$ cat src/rtl/ip_tile_bitwise_shifter_fsm_if.sv
// ip_tile CSR + data-register bundle for the bitwise/shift tile.
// The master side is the host (drives the command and operands); the slave side is the IP.
interface ip_tile_bitwise_shifter_fsm_if #(
  parameter int unsigned CSR_IN_WIDTH  = 16,
  parameter int unsigned CSR_OUT_WIDTH = 16,
  parameter int unsigned REG_WIDTH     = 32
);
  logic [CSR_IN_WIDTH-1:0]  csr_in;
  logic                     csr_in_re;
  logic [REG_WIDTH-1:0]     data_reg_a;
  logic [REG_WIDTH-1:0]     data_reg_b;
  logic [CSR_OUT_WIDTH-1:0] csr_out;
  logic                     csr_out_we;
  logic [REG_WIDTH-1:0]     data_reg_c;

  modport master (
    output csr_in, data_reg_a, data_reg_b,
    input  csr_in_re, csr_out, csr_out_we, data_reg_c
  );

  modport slave (
    input  csr_in, data_reg_a, data_reg_b,
    output csr_in_re, csr_out, csr_out_we, data_reg_c
  );
endinterface

$ cat src/rtl/ip_tile_bitwise_shifter_fsm.sv
// Registered bitwise-logic / shift unit for an ip_tile slot.
// Command csr_in: [15]=start, [10:8]=op, [4:0]=shift amount. Status csr_out: [0]=done, [1]=busy, [10:8]=op.
// Build option BARREL_SHIFT_EN: shifts/rotates finish in one EXEC cycle via a barrel shifter;
// otherwise they step one bit per EXEC cycle.
module ip_tile_bitwise_shifter_fsm #(
  parameter int unsigned CSR_IN_WIDTH  = 16,
  parameter int unsigned CSR_OUT_WIDTH = 16,
  parameter int unsigned REG_WIDTH     = 32
) (
  input logic                          clk,
  input logic                          arst_n,
  ip_tile_bitwise_shifter_fsm_if.slave bus
);

  localparam int unsigned SHAMT_W   = $clog2(REG_WIDTH);
  localparam int unsigned START_BIT = 15;
  localparam int unsigned OP_LSB    = 8;
  localparam int unsigned OP_W      = 3;

  typedef enum logic [2:0] {
    ST_IDLE,
    ST_LOAD,
    ST_EXEC,
    ST_DONE,
    ST_WAIT_CLR
  } state_e;

  typedef enum logic [OP_W-1:0] {
    OP_AND = 3'b000,
    OP_OR  = 3'b001,
    OP_XOR = 3'b010,
    OP_NOT = 3'b011,
    OP_SHL = 3'b100,
    OP_SHR = 3'b101,
    OP_SAR = 3'b110,
    OP_ROL = 3'b111
  } op_e;

  state_e                   state_q, state_d;
  op_e                      op_q, op_d;
  logic [REG_WIDTH-1:0]     acc_q, acc_d;
  logic [REG_WIDTH-1:0]     b_q, b_d;
  logic [SHAMT_W-1:0]       cnt_q, cnt_d;
  logic                     csr_in_re_q, csr_in_re_d;
  logic                     csr_out_we_q, csr_out_we_d;
  logic [CSR_OUT_WIDTH-1:0] csr_out_q, csr_out_d;
  logic [REG_WIDTH-1:0]     data_reg_c_q, data_reg_c_d;

  logic                     start;
  op_e                      op_in;
  logic [SHAMT_W-1:0]       n_in;
  logic                     unused_csr_bits;

  assign start           = bus.csr_in[START_BIT];
  assign op_in           = op_e'(bus.csr_in[OP_LSB +: OP_W]);
  assign n_in            = bus.csr_in[SHAMT_W-1:0];
  assign unused_csr_bits = ^{bus.csr_in[14:11], bus.csr_in[7:SHAMT_W]};

  // Status word: op echo plus busy/done flags, all other bits zero.
  function automatic logic [CSR_OUT_WIDTH-1:0] status_word(input op_e op, input logic busy,
                                                           input logic done);
    logic [CSR_OUT_WIDTH-1:0] s;
    s                  = '0;
    s[OP_LSB +: OP_W]  = op;
    s[1]               = busy;
    s[0]               = done;
    return s;
  endfunction

`ifdef BARREL_SHIFT_EN
  // Full-distance shift/rotate in one pass; rotate takes the upper half of a doubled word.
  function automatic logic [REG_WIDTH-1:0] barrel(input op_e op, input logic [REG_WIDTH-1:0] a,
                                                  input logic [SHAMT_W-1:0] n);
    logic [2*REG_WIDTH-1:0] dbl;
    dbl = {a, a} << n;
    case (op)
      OP_SHL:  return a << n;
      OP_SHR:  return a >> n;
      OP_SAR:  return REG_WIDTH'($signed(a) >>> n);
      default: return dbl[2*REG_WIDTH-1:REG_WIDTH];
    endcase
  endfunction
`else
  // Single-bit step of the selected shift/rotate.
  function automatic logic [REG_WIDTH-1:0] step1(input op_e op, input logic [REG_WIDTH-1:0] a);
    case (op)
      OP_SHL:  return {a[REG_WIDTH-2:0], 1'b0};
      OP_SHR:  return {1'b0, a[REG_WIDTH-1:1]};
      OP_SAR:  return {a[REG_WIDTH-1], a[REG_WIDTH-1:1]};
      default: return {a[REG_WIDTH-2:0], a[REG_WIDTH-1]};
    endcase
  endfunction
`endif

  // Next-state and next-register values; pulses default low, everything else holds.
  always_comb begin
    state_d      = state_q;
    op_d         = op_q;
    acc_d        = acc_q;
    b_d          = b_q;
    cnt_d        = cnt_q;
    csr_in_re_d  = 1'b0;
    csr_out_we_d = 1'b0;
    csr_out_d    = csr_out_q;
    data_reg_c_d = data_reg_c_q;

    case (state_q)
      ST_IDLE: begin
        if (start) state_d = ST_LOAD;
      end

      ST_LOAD: begin
        csr_in_re_d = 1'b1;
        acc_d       = bus.data_reg_a;
        b_d         = bus.data_reg_b;
        op_d        = op_in;
        cnt_d       = n_in;
        csr_out_d   = status_word(op_in, 1'b1, 1'b0);
        state_d     = ST_EXEC;
      end

      ST_EXEC: begin
        case (op_q)
          OP_AND: begin acc_d = acc_q & b_q; state_d = ST_DONE; end
          OP_OR:  begin acc_d = acc_q | b_q; state_d = ST_DONE; end
          OP_XOR: begin acc_d = acc_q ^ b_q; state_d = ST_DONE; end
          OP_NOT: begin acc_d = ~acc_q;      state_d = ST_DONE; end
          default: begin
`ifdef BARREL_SHIFT_EN
            acc_d   = barrel(op_q, acc_q, cnt_q);
            state_d = ST_DONE;
`else
            // n=0 still spends one EXEC cycle and leaves A untouched.
            if (cnt_q == '0) begin
              state_d = ST_DONE;
            end else begin
              acc_d = step1(op_q, acc_q);
              cnt_d = cnt_q - SHAMT_W'(1);
              if (cnt_q == SHAMT_W'(1)) state_d = ST_DONE;
            end
`endif
          end
        endcase
      end

      ST_DONE: begin
        data_reg_c_d = acc_q;
        csr_out_d    = status_word(op_q, 1'b0, 1'b1);
        csr_out_we_d = 1'b1;
        state_d      = ST_WAIT_CLR;
      end

      ST_WAIT_CLR: begin
        // Start must drop before another command is accepted.
        if (!start) state_d = ST_IDLE;
      end

      default: state_d = ST_IDLE;
    endcase
  end

  // State and output registers; reset aborts any operation in flight.
  always_ff @(posedge clk or negedge arst_n) begin
    if (!arst_n) begin
      state_q      <= ST_IDLE;
      op_q         <= OP_AND;
      acc_q        <= '0;
      b_q          <= '0;
      cnt_q        <= '0;
      csr_in_re_q  <= 1'b0;
      csr_out_we_q <= 1'b0;
      csr_out_q    <= '0;
      data_reg_c_q <= '0;
    end else begin
      state_q      <= state_d;
      op_q         <= op_d;
      acc_q        <= acc_d;
      b_q          <= b_d;
      cnt_q        <= cnt_d;
      csr_in_re_q  <= csr_in_re_d;
      csr_out_we_q <= csr_out_we_d;
      csr_out_q    <= csr_out_d;
      data_reg_c_q <= data_reg_c_d;
    end
  end

  assign bus.csr_in_re  = csr_in_re_q;
  assign bus.csr_out_we = csr_out_we_q;
  assign bus.csr_out    = csr_out_q;
  assign bus.data_reg_c = data_reg_c_q;

endmodule

$ cat src/flat_wrapper.sv
// flat-port wrapper written by rule: the top's interface ports become plain ports
module ip_tile_bitwise_shifter_fsm_flat 
#(
  parameter int unsigned CSR_IN_WIDTH  = 16,
  parameter int unsigned CSR_OUT_WIDTH = 16,
  parameter int unsigned REG_WIDTH     = 32
)
  (clk, arst_n, bus_csr_in, bus_data_reg_a, bus_data_reg_b, bus_csr_in_re, bus_csr_out, bus_csr_out_we, bus_data_reg_c);
  ip_tile_bitwise_shifter_fsm_if #(.CSR_IN_WIDTH(CSR_IN_WIDTH), .CSR_OUT_WIDTH(CSR_OUT_WIDTH), .REG_WIDTH(REG_WIDTH)) bus_i ();
  input logic clk;
  input logic arst_n;
  input wire logic [$bits(bus_i.csr_in)-1:0] bus_csr_in;
  input wire logic [$bits(bus_i.data_reg_a)-1:0] bus_data_reg_a;
  input wire logic [$bits(bus_i.data_reg_b)-1:0] bus_data_reg_b;
  output wire logic [$bits(bus_i.csr_in_re)-1:0] bus_csr_in_re;
  output wire logic [$bits(bus_i.csr_out)-1:0] bus_csr_out;
  output wire logic [$bits(bus_i.csr_out_we)-1:0] bus_csr_out_we;
  output wire logic [$bits(bus_i.data_reg_c)-1:0] bus_data_reg_c;
  assign bus_i.csr_in = bus_csr_in;
  assign bus_i.data_reg_a = bus_data_reg_a;
  assign bus_i.data_reg_b = bus_data_reg_b;
  assign bus_csr_in_re = bus_i.csr_in_re;
  assign bus_csr_out = bus_i.csr_out;
  assign bus_csr_out_we = bus_i.csr_out_we;
  assign bus_data_reg_c = bus_i.data_reg_c;
  ip_tile_bitwise_shifter_fsm #(.CSR_IN_WIDTH(CSR_IN_WIDTH), .CSR_OUT_WIDTH(CSR_OUT_WIDTH), .REG_WIDTH(REG_WIDTH)) u_core (.clk(clk), .arst_n(arst_n), .bus(bus_i));
endmodule
$ cat config.mk
export PLATFORM = sky130hd
export DESIGN_NAME = ip_tile_bitwise_shifter_fsm_flat
export DESIGN_NICKNAME = d
export VERILOG_FILES = /design/src/rtl/ip_tile_bitwise_shifter_fsm_if.sv /design/src/rtl/ip_tile_bitwise_shifter_fsm.sv /design/src/flat_wrapper.sv
export SDC_FILE = /design/constraint.sdc
export NUM_CORES = 1
export LEC_CHECK = 0
export ABC_CLOCK_PERIOD_IN_PS = 4250
export CORE_MARGIN = 4
export CORE_UTILIZATION = 40
export CTS_BUF_LIST = sky130_fd_sc_hd__clkbuf_8
export DETAILED_ROUTE_END_ITERATION = 7
export GPL_TIMING_DRIVEN = 1
export MAX_ROUTING_LAYER = met4
export PLACE_DENSITY_LB_ADDON = 0.3
export SLEW_MARGIN = 20
export SYNTH_ARGS = -nofsm -noshare
export SYNTH_HDL_FRONTEND = slang
export SYNTH_SLANG_ARGS = --single-unit
$ cat constraint.sdc
create_clock -name clk -period 4.25 [get_ports clk]
set_input_delay 0.85 -clock clk [delete_from_list [all_inputs] [get_ports clk]]
set_output_delay 0.85 -clock clk [all_outputs]
set_load 0.01 [all_outputs]
# --- Word-level counts from Yosys, hierarchy flattened ---
# Cells that the tools add are included.
classes:
  n_eq_ne: 18
  bitwise_logic: 4
  add_sub_neg: 1
  muxes: 16
  n_reduce_logical: 10
ops:
  columns: ["op", "count"]
  rows:
  - ["32-bit case mux with 4 select lines", 1]
  - ["32-bit case mux with 3 select lines", 1]
  - ["32-bit case mux with 2 select lines", 1]
  - ["32-bit AND", 1]
  - ["32-bit two-way mux", 1]
  - ["32-bit NOT", 1]
  - ["32-bit OR", 1]
  - ["16-bit case mux with 2 select lines", 1]
  - ["32-bit bitwise XOR", 1]
  - ["3-bit two-way mux", 5]
  - ["3-bit case mux with 5 select lines", 1]
  - ["3-bit by 2-bit == test with 1-bit output, second input constant", 4]
  - ["3-bit == test, second input constant", 4]
  - ["5-bit two-way mux", 2]
  - ["5-bit case mux with 2 select lines", 1]
  - ["3-bit AND reduction", 3]
  - ["2-bit inequality test, second input constant", 4]
  - ["3-bit by 1-bit == test with 1-bit output, second input constant", 2]
  - ["3-bit logical NOT", 2]
  - ["6-bit by 2-bit inequality test with 1-bit output, second input constant", 1]
  - ["6-bit inequality test, second input constant", 1]
  - ["5-bit by 1-bit == test with 1-bit output, second input constant", 1]
  - ["5-bit logical NOT", 1]
  - ["5-bit by 1-bit subtractor with 5-bit output, second input constant", 1]
  - ["5 further kinds", 7]
word_totals:
  reg_bits: 125

# --- Longest topological paths before layout ---
# Gate-level depths: netlist (run 1).
depth:
  depth_word: 5
  ltp_mapped: 8

# --- Worst setup path before layout (run 1) ---
# Ideal clock, no wire load.
synth_timing:
  path_type: "reg-to-reg"
  from: "register u_core.cnt_q[0]"
  to: "register u_core.acc_q[10]"
  path_stages_with_launch: 9
  required_time_ns: 4.124
  period_less_slack_ns: 1.761
  setup_time_ns: 0.126
  n_path_buf: 2
  t_arrival_ns: 1.635
  slack_ns: 2.489
  path_cell_list: "dfrtp_1 > inv_1 > ha_1 > nor4b_2 > a311o_1 > buf_4 > buf_4 > a21oi_1 > a22oi_2"
synth_between:
  elab_chain_cells: 3
synth_rtl:
  columns: ["item", "line", "text"]
  rows:
  - ["start, declared", "ip_tile_bitwise_shifter_fsm.sv:43", "logic [SHAMT_W-1:0] cnt_q, cnt_d;"]
  - ["start signal, assigned", "ip_tile_bitwise_shifter_fsm.sv:179", "cnt_q <= cnt_d;"]
  - ["5-bit logical NOT", "ip_tile_bitwise_shifter_fsm.sv:134", "if (cnt_q == '0) begin"]
  - ["6-bit inequality test (no source line)", null, null]
  - ["2-bit AND reduction (no source line)", null, null]
  - ["end signal, assigned", "ip_tile_bitwise_shifter_fsm.sv:167", "acc_q <= '0;"]
  - ["end signal, assigned", "ip_tile_bitwise_shifter_fsm.sv:177", "acc_q <= acc_d;"]
  - ["end, declared", "ip_tile_bitwise_shifter_fsm.sv:41", "logic [REG_WIDTH-1:0] acc_q, acc_d;"]
# Every way passes these cells.
# A chain may end at the register's enable or synchronous reset.

# --- Worst setup path in the final report (run 1) ---
layout_timing:
  from: "register u_core.state_q[1]"
  to: "register u_core.acc_q[3]"
layout_between:
  elab_chain_cells: 3
  elab_cells_between_ends: 6
  cone_classes: "3 x eq/ne; 1 x mux; 2 x reduce/logical"
layout_rtl:
  columns: ["item", "line", "text"]
  rows:
  - ["start, declared", "ip_tile_bitwise_shifter_fsm.sv:39", "state_e state_q, state_d;"]
  - ["start signal, assigned", "ip_tile_bitwise_shifter_fsm.sv:175", "state_q <= state_d;"]
  - ["3-bit by 2-bit == test with 1-bit output or 3-bit by 1-bit == test with 1-bit output (tied branches)", "ip_tile_bitwise_shifter_fsm.sv:107", "case (state_q)"]
  - ["6-bit inequality test (no source line) or 2-bit nonzero test (tied branches)", null, null]
  - ["2-bit AND reduction (no source line)", null, null]
# Parallel ways exist; a longest one is shown, timed or not.

==> out/metrics.yaml, run 1 <==
status: "finished clean"
worstSetupEndpointType: "flip-flop"
netlist-cell-type-count: 48
grt_pass1_wl_mm: 30.6
crit_arrival_ps: 3090
clock-sinks: 114
slew_viol_final: 0
gp_congestion: 0.788
synthCells: 774
coreArea_um2: 18000
post-cts-setup-buffers: 0
antenna_cells: 0
netSwitchingPower_uw: 3490
cts_htree_levels: 4
hpwl_mm: 12.1
yosysWarnings: 0
power.share.clock_pct: 15.3
drv_cap: 0
start_util_pct: 40.7
cts_tree: "yes"
p_leak_uw: 0.00405
synth_edf_count: 0
dieArea_um2: 20600
nets: 1005
drtAntennaViolNets: 0
ys_seq_area_share_pct: 38.9
fmax_mhz: 368
postCtsResizedCells: 0
clk_pin_slew_worst_paths_ps: 70
initialDrtViolationCount: 321
dp.cells: 1067
vias: 5829
die_h_um: 143
seqPwrFrac_pct: 28.5
clock_path_buffers: 2
ys_top_cells_by_area: "dfrtp_1 (39%), ha_1 (11%), nand2_1 (7.2%), o21ai_0 (4.9%), mux2i_1 (4.6%)"
yosys.area.top_type_share_pct: 38.9
io_pins: 132
layout-drive-gt1-share_pct: 12.8
drc: 0
stdcell_count: 1099
synth_area_per_cell_um2: 9.47
grt_max_degree: 66
drtPass1Iterations: 5
num_rows: 49
switching_share_pct: 44.4
cts_root_buf: "clkbuf_8"
grt_overflow: 0
mostFrequentLayoutCells: "nand2_1 (141), dfrtp_1 (113), clkdlybuf4s50_1 (112), o21ai_0 (72), inv_1 (71)"
area_growth_pct: 22.5
rsz0062_at_grt: "no"
postSynth.asyncResetShare_pct: 100
startpoint_type: "flip-flop"
portBuffers: 113
layout_commonest_cell: "nand2_1"
syn_area_um2: 7330
cts_hold_buf: 0
p_comb_share_pct: 56.2
yosys_register_bits: 114
cp_max_fo: 34
via_per_inst: 5.30
p_int_uw: 4370
grt_util_all_layers_pct: 19.3
fin_setup_tns_ps: 0
hold_violations: 0
power.density_nw_per_um2: 875
worstSkewPairLatency_ps: 460
die_x_um: 143
final.period_utilization_pct: 63.9
wirelength_mm: 18.5
period_needed_ps: 2720
relSlewSlack_pct: 34.2
min_path_type: "in -> async"
setup_violations: 0
tightest_slew_ps: 985
clock_skew_ps: 10.4
peakVddDrop_mv: 0.372
synth.largest_area_cell: "dfrtp_1"
routedWlPerCell_um: 16.8
antenna_found_initial: 0
grt_pass1_vias: 5933
synthFlopType: "dfrtp_1"
crit_type: "reg -> reg"
required_ps: 4620
cts_inserted_buffers: 17
[kinds of logic (layout without fill, tap and decap cells)]
logic type | count (synthesis) | in the layout | synth area share [%]
adders and majority gates | 66 | 66 | 11.3
AOI/OAI and AO/OA | 211 | 211 | 20.3
DFF | 114 | 114 | 38.9
and+or+nand+nor | 171 | 171 | 9.95
muxes | 66 | 66 | 9.86
xor gates and xnor gates | 3 | 3 | 0.461
buffers and inverters | 142 | 228 | 9.18
other | 1 | 11 | 0.0511
[sequential cells by signal (all words and copies together), names as in the netlist]
register	flops
u_core.state_q	3
u_core.bus.data_reg_c	32
u_core.bus.csr_out_we	1
u_core.acc_q	32
u_core.cnt_q	5
u_core.bus.csr_in_re	1
u_core.bus.csr_out	5
u_core.b_q	32
u_core.op_q	3
[per-layer routing]
| layer | wire (µm) | track usage, % | vias to the layer above |
|---|---|---|---|
| met2 | 8830 | 30.8 | 145 |
| met4 | 231 | 5.75 | 0 |
| met1 | 8470 | 24.9 | 2820 |
| li1 | - | - | 2842 |
| met3 | 960 | 4.03 | 22 |
| met5 | 0 | - | - |
[cell usage after synthesis (7+ instances only)]
cell type / number
mux2_2: 30
mux2i_1: 34
clkbuf_1: 26
ha_1: 66
buf_4: 18
inv_1: 71
a311o_1: 31
a22oi_2: 27
buf_2: 16
dfrtp_1: 114
a21oi_1: 33
nand2_1: 141
o22ai_1: 31
buf_6: 7
nor2_1: 7
o21ai_0: 72
[power groups by stage]
stage                     Sequential (µW)  Combinational, µW  Clock, µW
final                                2240               4420       1200
after global routing                 2330               4970       1280
after CTS                            2240               4450       1230
after detailed placement             2250               4420          0
after global placement               2240               4300          0
after floorplan                      2080               3390          0
[worst paths after layout]
kind	startpoint	to	slack, ps	depth (start not counted)
worst max-delay path	u_core.state_q[1]	u_core.acc_q[3]	1530	5
max in group asynchronous	arst_n	u_core.b_q[10]	3070	2
worst min register to register	u_core.bus.data_reg_c[8]	u_core.bus.data_reg_c[8]	480	2
worst max register to register	u_core.state_q[1]	u_core.acc_q[3]	1530	5
min in group clk	u_core.bus.data_reg_c[8]	u_core.bus.data_reg_c[8]	480	2
worst min-delay path	arst_n	u_core.b_q[26]	450	1
[worst max-delay path: stages, from the launching register on]
cell and delay (ps):
dfrtp_1 620, nor3b_2 610, a311o_2 810, buf_12 290
a21oi_1 90, a22oi_2 190
[layout make-up]
class | instances | area [µm²]
clock buffers | 18 | 248
inverters | 72 | 270
clock inverters | 14 | 211
flip-flops and latches | 114 | 2860
well taps | 229 | 287
fillers | 1709 | 9040
multi-input cells | 528 | 3880
repair buffers | 124 | 1240
[per-stage QoR]
stage / utilization [%] / power [µW] / setup WS [ps] / hold WS, ps / area (µm²)
finish: 49.8 / 7860 / 1530 / 451 / 8980
global route: 49.8 / 8590 / 1370 / 486 / 8980
floorplan: - / 5470 / 2490 / 493 / 7370
CTS: 49.8 / 7920 / 1580 / 452 / 8980
detailed placement: 47.3 / 6670 / 1620 / 464 / 8530
global placement: 47.3 / 6540 / 1630 / 460 / 8530
Note: power is estimated with default switching activity, not from simulation.
==> run 2: changes to the inputs <==
ABC_CLOCK_PERIOD_IN_PS = 2800   (was 4250)
clock period = 2.8 ns   (was 4.25 ns; I/O delays follow)
==> out/metrics.yaml, run 2 (synthesized netlist as in run 1, its figures left out) <==
area_growth_pct: 24.3  # was 22.5%
drtPass1Iterations: 4  # was 5
utilization_pct: 50.6  # was 49.8%
required_ps: 3150  # was 4620 ps
post-cts-setup-buffers: 0  # unchanged
rsz0062_at_grt: "no"  # unchanged
start_util_pct: 40.7  # unchanged
crit_arrival_ps: 2690  # was 3090 ps
cts_inserted_buffers: 17  # unchanged
die_h_um: 143  # unchanged
antenna_found_initial: 0  # unchanged
final.period_utilization_pct: 83.7  # was 63.9%
grt_max_degree: 61  # was 66
grt_util_all_layers_pct: 18.8  # was 19.3%
slowest_delay_ps: 760  # was 810 ps
drtAntennaViolNets: 0  # unchanged
nFillCells: 1690  # was 1709
layout_commonest_cell: "nand2_1"  # unchanged
coreArea_um2: 18000  # unchanged
report.power.total_uw: 12100  # was 7860 µW
power.density_nw_per_um2: 1320  # was 875 nW/µm²
min_path_type: "in -> async"  # unchanged
grt_pass1_wl_mm: 30.0  # was 30.6 mm
hpwl_mm: 12.3  # was 12.1 mm
gp_congestion: 0.799  # was 0.788
worstSetupEndpointType: "flip-flop"  # unchanged
hold_violations: 0  # unchanged
num_rows: 49  # unchanged
clock-sinks: 114  # unchanged
startpoint_type: "flip-flop"  # unchanged
r2r_start: "u_core.op_q[0]"  # was u_core.state_q[1]
dieArea_um2: 20600  # unchanged
portBuffers: 113  # unchanged
clock_path_buffers: 2  # unchanged
cts_root_buf: "clkbuf_8"  # unchanged
antenna_cells: 0  # unchanged
p_leak_uw: 0.00412  # was 0.00405 µW
cp_cell_sequence: "xor2_4 -> buf_4 -> nand2_1 -> a311o_1 -> a22oi_1"  # was nor3b_2 -> a311o_2 -> buf_12 -> a21oi_1 -> a22oi_2
grt_pass1_vias: 5863  # was 5933
tightest_slew_ps: 872  # was 985 ps
drv_cap: 0  # unchanged
crit_slowest_cell: "dfrtp_1"  # was a311o_2
fin_setup_tns_ps: 0  # unchanged
setup_violations: 0  # unchanged
crit_start: "u_core.op_q[0]"  # was u_core.state_q[1]
initialDrtViolationCount: 320  # was 321
clock_skew_ps: 16.7  # was 10.4 ps
cts_tree: "yes"  # unchanged
routedWlPerCell_um: 16.2  # was 16.8 µm
via_per_inst: 5.21  # was 5.30
clk_pin_slew_worst_paths_ps: 80  # was 70 ps
relSlewSlack_pct: 41.8  # was 34.2%
cts_hold_buf: 0  # unchanged
cp_max_fo: 21  # was 34
status: "finished clean"  # unchanged
wirelength_mm: 17.9  # was 18.5 mm
mostFrequentLayoutCells: "nand2_1 (141), dfrtp_1 (113), clkdlybuf4s50_1 (112), o21ai_0 (72), inv_1 (71)"  # unchanged
crit_type: "reg -> reg"  # unchanged
postCtsResizedCells: 0  # unchanged
cts_htree_levels: 4  # unchanged
drc: 0  # unchanged
peakVddDrop_mv: 0.777  # was 0.372 mV
slew_viol_final: 0  # unchanged
worstSkewPairLatency_ps: 450  # was 460 ps
vias: 5769  # was 5829
nets: 1013  # was 1005
layout-drive-gt1-share_pct: 13.6  # was 12.8%
die_x_um: 143  # unchanged
grt_overflow: 0  # unchanged
period_needed_ps: 2340  # was 2720 ps
io_pins: 132  # unchanged
fmax_mhz: 427  # was 368 MHz
run 2: final cells by class:
class | instances | area (µm²) | area share, %
Multi-Input combinational cell | 528 | 3880 | 42.5
Sequential cell | 114 | 2860 | 31.3
Timing Repair Buffer | 132 | 1330 | 14.6
Tap cell | 229 | 287 | 3.14
Inverter | 72 | 270 | 2.96
Clock buffer | 19 | 262 | 2.87
Clock inverter | 13 | 231 | 2.54
run 2: worst max-delay path, delay by kind of cell (launching register included):
kind / cells / cell delay [ps]
compound gates: 2 / 510
simple gates: 1 / 70
xor+xnor: 1 / 600
buf+inv: 1 / 300
flops: 1 / 760
run 2: path summary, 6_finish.rpt:
path	to	slack, ps	cells after the start
max in group asynchronous	u_core.b_q[26]	2010	2
min reg2reg	u_core.bus.data_reg_c[2]	480	2
min	u_core.b_q[19]	110	1
max	u_core.acc_q[2]	460	5
max reg2reg	u_core.acc_q[2]	460	5
min in group clk	u_core.bus.data_reg_c[2]	480	2
run 2: layer usage:
| metal | part of all wire [%] | track usage (%) | vias to the layer above |
|---|---|---|---|
| met3 | 4.3 | 3.89 | 16 |
| met4 | 1.3 | 5.70 | 0 |
| met5 | 0 | - | - |
| met1 | 48 | 24.9 | 2754 |
| li1 | - | - | 2866 |
| met2 | 46 | 29.2 | 133 |
run 2: power breakdown:
part	leakage [µW]	internal, µW	switching (µW)
clock	0.000230	1200	726
sequential	0.00136	2510	757
combinational	0.00253	3150	3740
total	0.00412	6850	5220
run 2: per-stage QoR:
| step | setup slack, ps | instances | area, µm² | hold slack, ps |
|---|---|---|---|---|
| CTS | 427 | 1107 | 9120 | 104 |
| finish | 457 | 1107 | 9120 | 109 |
| global route | 330 | 1107 | 9120 | 126 |
| detailed placement | 452 | 1075 | 8620 | 467 |
| floorplan | 1040 | 784 | 7370 | 264 |
| global placement | 468 | 1075 | 8620 | 460 |
==> run 3: changes to the inputs <==
ABC_CLOCK_PERIOD_IN_PS = 2450   (was 2800)
clock period = 2.45 ns   (was 2.8 ns; I/O delays follow)
==> out/metrics.yaml, run 3 (synthesized netlist as in run 1, its figures left out) <==
clock_path_buffers: 2  # unchanged
place_area_um2: 8630  # was 8620 µm²
crit_type: "reg -> reg"  # unchanged
min_from: "u_core.bus.data_reg_c[27]"
slowest_delay_ps: 510  # was 760 ps
final.period_utilization_pct: 88.7  # was 83.7%
p_leak_uw: 0.00413  # was 0.00412 µW
drv_cap: 0  # unchanged
cts_htree_levels: 4  # unchanged
min_path_cells: 2
crit_arrival_ps: 2540  # was 2690 ps
routedWlPerCell_um: 16.4  # was 16.2 µm
cts_root_buf: "clkbuf_8"  # unchanged
io_pins: 132  # unchanged
initialDrtViolationCount: 255  # was 320
die_h_um: 143  # unchanged
rrSetupSlack_ps: 280  # was 460 ps
hpwl_mm: 12.1  # was 12.3 mm
grt_util_all_layers_pct: 18.6  # was 18.8%
status: "finished clean"  # unchanged
min_path_type: "reg -> reg"  # was in -> async
grt_pass1_wl_mm: 29.7  # was 30.0 mm
die_x_um: 143  # unchanged
r2r_cells: 7  # was 5
antenna_cells: 0  # unchanged
via_per_inst: 5.25  # was 5.21
startpoint_type: "flip-flop"  # unchanged
rsz0062_at_grt: "no"  # unchanged
slew_viol_final: 0  # unchanged
drtAntennaViolNets: 0  # unchanged
grt_max_degree: 70  # was 61
portBuffers: 113  # unchanged
drtPass1Iterations: 4  # unchanged
netSwitchingPower_uw: 5980  # was 5220 µW
grt_overflow: 0  # unchanged
power.density_nw_per_um2: 1510  # was 1320 nW/µm²
wirelength_mm: 18.1  # was 17.9 mm
cts_inserted_buffers: 17  # unchanged
switching_share_pct: 43.4  # was 43.3%
tightest_slew_ps: 902  # was 872 ps
cp_cell_sequence: "inv_1 -> ha_1 -> nor4b_2 -> a311o_2 -> buf_12 -> a21oi_1 -> a22oi_2"  # was xor2_4 -> buf_4 -> nand2_1 -> a311o_1 -> a22oi_1
p_comb_share_pct: 58.0  # was 57.1%
antenna_found_initial: 0  # unchanged
postCtsResizedCells: 0  # unchanged
gp_congestion: 0.805  # was 0.799
layout-drive-gt1-share_pct: 13.1  # was 13.6%
clock_skew_ps: 10.6  # was 16.7 ps
critical-path-top-delay-family: "compound AO/OA/AOI/OAI gates"  # was flip-flops
num_rows: 49  # unchanged
p_int_uw: 7790  # was 6850 µW
peakVddDrop_mv: 0.894  # was 0.777 mV
cts_tree: "yes"  # unchanged
layout_commonest_cell: "nand2_1"  # unchanged
nFillCells: 1681  # was 1690
mostFrequentLayoutCells: "nand2_1 (141), dfrtp_1 (113), clkdlybuf4s50_1 (112), inv_1 (73), o21ai_0 (72)"  # was nand2_1 (141), dfrtp_1 (113), clkdlybuf4s50_1 (112), o21ai_0 (72), inv_1 (71)
setup_violations: 0  # unchanged
worstSetupEndpointType: "flip-flop"  # unchanged
coreArea_um2: 18000  # unchanged
crit_slowest_cell: "nor4b_2"  # was dfrtp_1
area_growth_pct: 24.0  # was 24.3%
clk_pin_slew_worst_paths_ps: 70  # was 80 ps
cp_max_fo: 60  # was 21
fin_area_um2: 9090  # was 9120 µm²
worst-path-buf-inv: 2  # was 1
vias: 5807  # was 5769
nets: 1012  # was 1013
cts_hold_buf: 1  # was 0
fin_setup_tns_ps: 0  # unchanged
post-cts-setup-buffers: 0  # unchanged
relSlewSlack_pct: 39.9  # was 41.8%
clock-sinks: 114  # unchanged
fmax_mhz: 460  # was 427 MHz
power.share.clock_pct: 14.9  # was 15.9%
required_ps: 2810  # was 3150 ps
drc: 0  # unchanged
period_needed_ps: 2170  # was 2340 ps
dieArea_um2: 20600  # unchanged
seqPwrFrac_pct: 27.0  # about the same
holdPathEnd: "u_core.bus.data_reg_c[27]"
r2r-end: "u_core.acc_q[26]"  # was u_core.acc_q[2]
crit_start: "u_core.cnt_q[0]"  # was u_core.op_q[0]
start_util_pct: 40.7  # unchanged
grt_pass1_vias: 5845  # was 5863
worstSkewPairLatency_ps: 440  # was 450 ps
r2r_start: "u_core.cnt_q[0]"  # was u_core.op_q[0]
hold_violations: 0  # unchanged
[run 3: layout make-up]
type / instances / area, µm² / share of cell area [%]
repair buffers: 131 / 1350 / 14.9
clock inverters: 13 / 190 / 2.09
well taps: 229 / 287 / 3.15
multi-input cells: 528 / 3880 / 42.6
flip-flops and latches: 114 / 2860 / 31.4
clock buffers: 19 / 262 / 2.88
inverters: 72 / 270 / 2.97
[run 3: worst max path at each step]
stage | end | slack [ps] | cells after the start
after floorplan | u_core.acc_q[10] | 690 | 8
after CTS | u_core.acc_q[18] | 290 | 7
final | u_core.acc_q[26] | 280 | 7
after detailed placement | u_core.acc_q[26] | 310 | 7
after global placement | u_core.acc_q[26] | 320 | 7
after global routing | u_core.acc_q[18] | 90 | 7
[run 3: per-layer routing]
layer / up-vias / GRT usage, % / routed length, µm
li1: 2853 / - / -
met1: 2788 / 24.5 / 8580
met2: 147 / 29.0 / 8430
met3: 19 / 3.23 / 874
met4: 0 / 6.79 / 212
met5: - / - / 0
[run 3: worst register-to-register path: stages (launching register included)]
cell and delay (ps):
dfrtp_1 400, inv_1 100, ha_1 180, nor4b_2 510, a311o_2 300, buf_12 280, a21oi_1 180, a22oi_2 160
[run 3: per-stage QoR]
step	util [%]	power, µW	setup slack [ps]	instances	hold slack (ps)
after floorplan	-	9490	689	784	194
final	50.5	13800	276	1106	480
after global placement	47.9	11600	323	1073	448
after global routing	50.5	15100	90.4	1106	504
after CTS	50.5	13900	292	1106	484
after detailed placement	47.9	11800	310	1073	453
[run 3: power by group through the flow]
stage	Clock (µW)	Combinational, µW	Sequential [µW]
after floorplan	0	5890	3600
after global placement	0	7840	3730
after detailed placement	0	8060	3750
after CTS	2110	8100	3720
after global routing	2190	9000	3880
final	2060	7990	3720
